===== src/rtl/gcd_pkg.sv =====
// Shared types and constants for the GCD controller and its datapath.
package gcd_pkg;

    typedef enum logic [2:0] {
        IDLE = 3'd0,
        LOAD = 3'd1,
        CALC = 3'd2,
        GLD  = 3'd3,
        DONE = 3'd4,
        ERR  = 3'd5
    } gcd_state_e;

    localparam int GCD_W        = 4;
    localparam int GCD_MAX_ITER = 15;

    localparam logic SEL_IN   = 1'b0;
    localparam logic SEL_DIFF = 1'b1;

endpackage


===== src/rtl/gcd_ctrl.sv =====
// Control FSM for the subtractive-Euclid GCD datapath, with go/done/ack
// handshake, zero-operand rejection, iteration counting and timeout.
module gcd_ctrl
    import gcd_pkg::*;
#(
    parameter int W        = GCD_W,
    parameter int MAX_ITER = GCD_MAX_ITER,
    localparam int CW      = $clog2(MAX_ITER + 1)
) (
    input  logic          clk,
    input  logic          clr,
    input  logic          go,
    input  logic          ack,
    input  logic [W-1:0]  xin,
    input  logic [W-1:0]  yin,
    input  logic          eqflg,
    input  logic          ltflg,
    output logic          xmsel,
    output logic          ymsel,
    output logic          xld,
    output logic          yld,
    output logic          gld,
    output logic          busy,
    output logic          done,
    output logic          err,
    output logic [CW-1:0] iters
);

    localparam logic [CW-1:0] ITER_LIMIT = CW'(MAX_ITER);

    gcd_state_e    state_q, state_d;
    logic [CW-1:0] iters_q, iters_d;
    logic          at_limit;

    assign at_limit = (iters_q == ITER_LIMIT);

    always_ff @(posedge clk or negedge clr) begin
        if (!clr) begin
            state_q <= IDLE;
            iters_q <= '0;
        end else begin
            state_q <= state_d;
            iters_q <= iters_d;
        end
    end

    always_comb begin
        state_d = state_q;
        iters_d = iters_q;
        case (state_q)
            IDLE: begin
                if (go) begin
                    if ((xin == '0) || (yin == '0)) begin
                        state_d = ERR;
                    end else begin
                        state_d = LOAD;
                        iters_d = '0;
                    end
                end
            end
            LOAD: state_d = CALC;
            CALC: begin
                // Equality beats the timeout so a run finishing on its last allowed step still succeeds.
                if (eqflg) begin
                    state_d = GLD;
                end else if (at_limit) begin
                    state_d = ERR;
                end else begin
                    iters_d = iters_q + 1'b1;
                end
            end
            GLD:  state_d = DONE;
            DONE: if (ack) state_d = IDLE;
            ERR:  if (ack) state_d = IDLE;
            default: state_d = IDLE;
        endcase
    end

    always_comb begin
        xmsel = SEL_IN;
        ymsel = SEL_IN;
        xld   = 1'b0;
        yld   = 1'b0;
        gld   = 1'b0;
        busy  = 1'b0;
        done  = 1'b0;
        err   = 1'b0;
        case (state_q)
            LOAD: begin
                xld  = 1'b1;
                yld  = 1'b1;
                busy = 1'b1;
            end
            CALC: begin
                busy = 1'b1;
                if (!eqflg && !at_limit) begin
                    if (ltflg) begin
                        ymsel = SEL_DIFF;
                        yld   = 1'b1;
                    end else begin
                        xmsel = SEL_DIFF;
                        xld   = 1'b1;
                    end
                end
            end
            GLD:  gld  = 1'b1;
            DONE: done = 1'b1;
            ERR:  err  = 1'b1;
            default: ;
        endcase
    end

    assign iters = iters_q;

endmodule


===== config.mk =====
export PLATFORM = sky130hd
export DESIGN_NAME = gcd_ctrl
export DESIGN_NICKNAME = d
export VERILOG_FILES = /design/src/rtl/gcd_pkg.sv /design/src/rtl/gcd_ctrl.sv
export SDC_FILE = /design/constraint.sdc
export NUM_CORES = 1
export LEC_CHECK = 0
export BUFFER_PORTS_ARGS = -buffer_cell sky130_fd_sc_hd__buf_2
export CAP_MARGIN = 10
export CORE_AREA = 3 3 40 42
export CTS_CLUSTER_SIZE = 28
export DETAILED_ROUTE_END_ITERATION = 7
export DIE_AREA = 0 0 43 45
export GPL_ROUTABILITY_DRIVEN = 0
export PLACE_DENSITY_LB_ADDON = 0.2
export SYNTH_ARGS = -nofsm -noshare
export SYNTH_HDL_FRONTEND = slang
export SYNTH_SLANG_ARGS = --single-unit
export TNS_END_PERCENT = 5

===== constraint.sdc =====
create_clock -name clk -period 2.65 [get_ports clk]
set_input_delay 0.265 -clock clk [delete_from_list [all_inputs] [get_ports clk]]
set_output_delay 0.265 -clock clk [all_outputs]
set_load 0.005 [all_outputs]

; After elaboration in Yosys (flattened, before gate mapping)
; Index checks and enable logic that the tools add are counted.
[totals]
ff_bits = 7
input_bits = 14
output_inout_bits = 12
word_cells = 50
[op_classes]
n_addsub = 1
eq_ne = 12
muxes = 23
reduce_logical = 12
[op_table]
columns = operator, count
row1 = $mux 4, 4
row2 = $mux 3, 5
row3 = $pmux 3 s5, 1
row4 = $mux 1, 10
row5 = $logic_not 4->1, 2
row6 = $ne 2x2->1 const B, 4
row7 = $pmux 4 s2, 1
row8 = $eq 3x2->1 const B, 2
row9 = $eq 3x3->1 const B, 2
row10 = $reduce_and 5->1, 1
row11 = $add 4x1->4 const B, 1
row12 = $eq 4x4->1 const B, 1
row13 = $pmux 1 s2, 2
row14 = $reduce_or 2->1, 2
row15 = $eq 3x1->1 const B, 1
row16 = $logic_not 3->1, 1
row17 = $ne 3x3->1 const B, 1
row18 = $reduce_and 3->1, 1
row19 = $logic_not 1->1, 2
row20 = $ne 2x1->1 const B, 1
row21 = $reduce_bool 2->1, 1
row22 = $logic_and 1x1->1, 1
row23 = $logic_or 1x1->1, 1

; Depth between registers and ports, before layout
[logic_depth]
ltp_word = 5
depth_mapped = 5
mapped_depth_nobuf = 5

; Worst setup path before layout
; No wires, ideal clock.
[synth_timing]
path_kind = reg2reg
start = register iters_q[0] (netlist: iters[0])
end = register iters_q[2] (netlist: iters[2])
setup_time_ns = 0.124
arrival_ns = 1.516
t_required_ns = 2.526
slack_ns = 1.010
stages_incl_launch_ff = 6
path_buffers = 0
synth_period_minus_slack_ns = 1.640
cell_sequence = dfrtp_1 > ha_1 > a31oi_1 > nor2b_4 > a31oi_2 > a211o_1
[synth_between]
elab_chain_len = 4
elab_cells_between_ends = 7
cone_classes = add/sub (1) / eq/ne (2) / mux (3) / reduce/logical (1)
[synth_rtl]
columns = element, line
row1 = from (decl), gcd_ctrl.sv:32  ; logic [CW-1:0] iters_q, iters_d;
row2 = from (signal assigned), gcd_ctrl.sv:43  ; iters_q <= iters_d;
row3 = $add 4x1->4, gcd_ctrl.sv:69  ; iters_d = iters_q + 1'b1;
row4 = $mux 4, gcd_ctrl.sv:66  ; end else if (at_limit) begin
row5 = $mux 4, gcd_ctrl.sv:64  ; if (eqflg) begin
row6 = $pmux 4 s2, gcd_ctrl.sv:50  ; case (state_q)
; Several ways; a longest one is shown, not always the timed one. The select of a mux whose other input is x is not followed.
; A chain may end at the register's enable or synchronous reset.

; Final worst setup path
[layout_timing]
start = register iters_q[0] (netlist: iters[0])
end = output xmsel
[layout_between]
elab_chain_len = 5
[layout_rtl]
columns = element, line
row1 = $eq 4x4->1, gcd_ctrl.sv:35  ; assign at_limit = (iters_q == ITER_LIMIT);
row2 = $logic_not 1->1, gcd_ctrl.sv:96  ; if (!eqflg && !at_limit) begin
row3 = $logic_and 1x1->1, gcd_ctrl.sv:96
row4 = $mux 1, gcd_ctrl.sv:96
row5 = $mux 1, gcd_ctrl.sv:88  ; case (state_q)
row6 = to (decl), gcd_ctrl.sv:18  ; output logic xmsel,
; No other way between the ends.

==> qor.yml <==
status: "finished clean"
postLayoutCoreUtil_pct: 50.63
path_cells: "ha_1 -> a31oi_1 -> nor2b_4 -> nor2b_1 -> buf_2"
crit_fanout: 5
skew_ps: 11.70
setup-violations-final: 0
core_area_um2: 1285
cts-resized-gates: 0
fin_setup_tns_ps: 0
whs_path_depth: 2
r2r_start: "iters[0]"
crit_arrival_ps: 1810
die_h_um: 45
syn_area_um2: 481.7
synth.area.top_cells: "dfrtp_1 36%, a21oi_1 5.2%, nor4_1 5.2%"
clk_latency_ps: 260
endpoint: "xmsel"
route.detailed.wl_per_inst_um: 12.84
cts_buffers: 3
tightest_slew_ps: 421.0
overflow: 0
crit_start: "iters[0]"
path_class: "flip-flop to primary output"
ff2ff_setup_slack_ps: 840
area_growth_pct: 35.06
path_clk_slew_ps: 50
grt_max_degree: 15
crit_buf_inv: 1
port_buffers: 25
synth_area_per_cell_um2: 8.921
cts-root-buf: "clkbuf_4"
p_leak_uw: 0.0003492
die_area_um2: 1935
max-slew-margin-rel_pct: 71.80
p_per_area_nw_per_um2: 869.4
syn_nets: 69
final_hold_viol_count: 0
cp_top_family: "simple AND/OR/NAND/NOR gates"
yosysSeqAreaShare_pct: 36.36
cts_hold_buf: 1
num_rows: 13
antenna_left: 0
die_x_um: 43
ir_drop_mv: 0.4351
hold_class: "input pin to flip-flop"
fmax_mhz: 483.1
vias: 522
cts.path.max_buffers: 2
period_needed_ps: 2070
synth_top_area_share_pct: 36.36
worstSetupEndpointType: "primary output"
drc: 0
synth_cell_types: 31
rr_worst_depth: 5
rr_endpoint: "iters[3]"
slew_viol_final: 0
grt_usage_pct: 13.73
netlist_instances: 54
worst-path-stages: 5
first_global_vias: 480
finalNetCount: 98
p_total_uw: 565.6
grt_pass1_wl_um: 1959
worst_path_largest_cell_delay_ps: 410
cts_tree: "done"
crit_slowest_cell: "dfrtp_1"
antenna_found_initial: 0
drt-initial-drc-count: 10
ys_seq_elements: 7
critical_path_required_ps: 2380
htree_levels: 1
dp_hpwl_um: 972
clock_sinks: 7
fin_crit_sh_pct: 78.12
rsz0062_at_grt: "no"
drt-pass1-iter-count: 3
initial_core_util_pct: 37.49
antenna_cells: 0
num_io_pins: 26
yosysWarnings: 0
final_common_cell: "buf_2"
cts_setup_buffers: 0
mostFrequentLayoutCells: "25 x buf_2, 7 x dfrtp_1, 5 x a21oi_1"
post_drt_via_cell_ratio: 5.381
wl_um: 1245
synth_top_area_cell: "dfrtp_1"
cap_violations: 0
start_kind: "flip-flop"
drive_gt1_share_pct: 39.02
-- layer usage --
| metal | vias up | wire length, um | global-route usage (%) |
|---|---|---|---|
| li1 | 263 | - | - |
| met1 | 238 | 536 | 15.21 |
| met2 | 19 | 614 | 23.65 |
| met3 | 2 | 87 | 6.773 |
| met4 | 0 | 7 | 3.614 |
| met5 | - | 0 | 0 |
-- registers in the layout, summed over array words and instances, names as in the netlist --
| register | flops |
|---|---|
| state_q | 3 |
| iters | 4 |
-- power by group --
part	internal, uW	switching, uW
sequential	140	59.0
clock	57.6	42.4
combinational	132	135
-- how the worst min path moves through the flow --
stage | startpoint | endpoint | slack [ps]
3_5_place_dp | clr | iters[1] | 100
6_report | ack | state_q[0] | 230
4_1_cts | ack | state_q[0] | 230
2_1_floorplan | clr | iters[0] | -30
5_1_grt | ack | state_q[0] | 220
3_3_place_gp | clr | iters[1] | 100
-- synth_stat cells --
master,n
o31a_1,1
nand3_1,1
a31oi_1,1
nor3_1,2
a211o_1,2
dfrtp_1,7
nor3b_1,1
mux2_2,1
a31oi_2,1
and3_1,1
or3b_4,1
nand4_1,1
clkbuf_1,1
o221ai_1,1
nor2_1,4
o21ai_0,1
nor4b_1,1
nor4bb_1,1
buf_4,1
or2b_1,1
ha_1,1
nor2b_1,1
a21oi_1,5
or3_1,1
nor2b_4,1
nor4_1,4
a22o_1,1
nand2_1,4
and2_1,1
inv_1,3
o211ai_1,1
-- through the flow --
| step | hold slack [ps] | cell area (um2) | setup WS (ps) | std cells |
|---|---|---|---|---|
| after floorplan | -30.59 | 481.7 | 1010 | 54 |
| after global placement | 103.0 | 614.3 | 940.6 | 92 |
| after detailed placement | 104.5 | 614.3 | 837.8 | 92 |
| after CTS | 228.6 | 650.6 | 580.3 | 97 |
| after global routing | 220.1 | 650.6 | 436.0 | 97 |
| final | 233.5 | 650.6 | 579.9 | 97 |
-- area by class of cell --
type / count / area (um2)
fillers: 120 / 634.4
multi-input cells: 42 / 284.0
flip-flops and latches: 7 / 175.2
repair buffers: 26 / 135.1
clock buffers: 4 / 26.28
well taps: 15 / 18.77
inverters: 3 / 11.26
-- logic make-up after synthesis --
kind of cell               synth area share [%]
buffers and inverters                     4.675
and+or+nand+nor                           33.25
AOI/OAI and AO/OA                         20.78
muxes                                     2.337
DFF                                       36.36
adders and majority gates                 2.597
No activity file was read; power rests on OpenSTA's default activity.
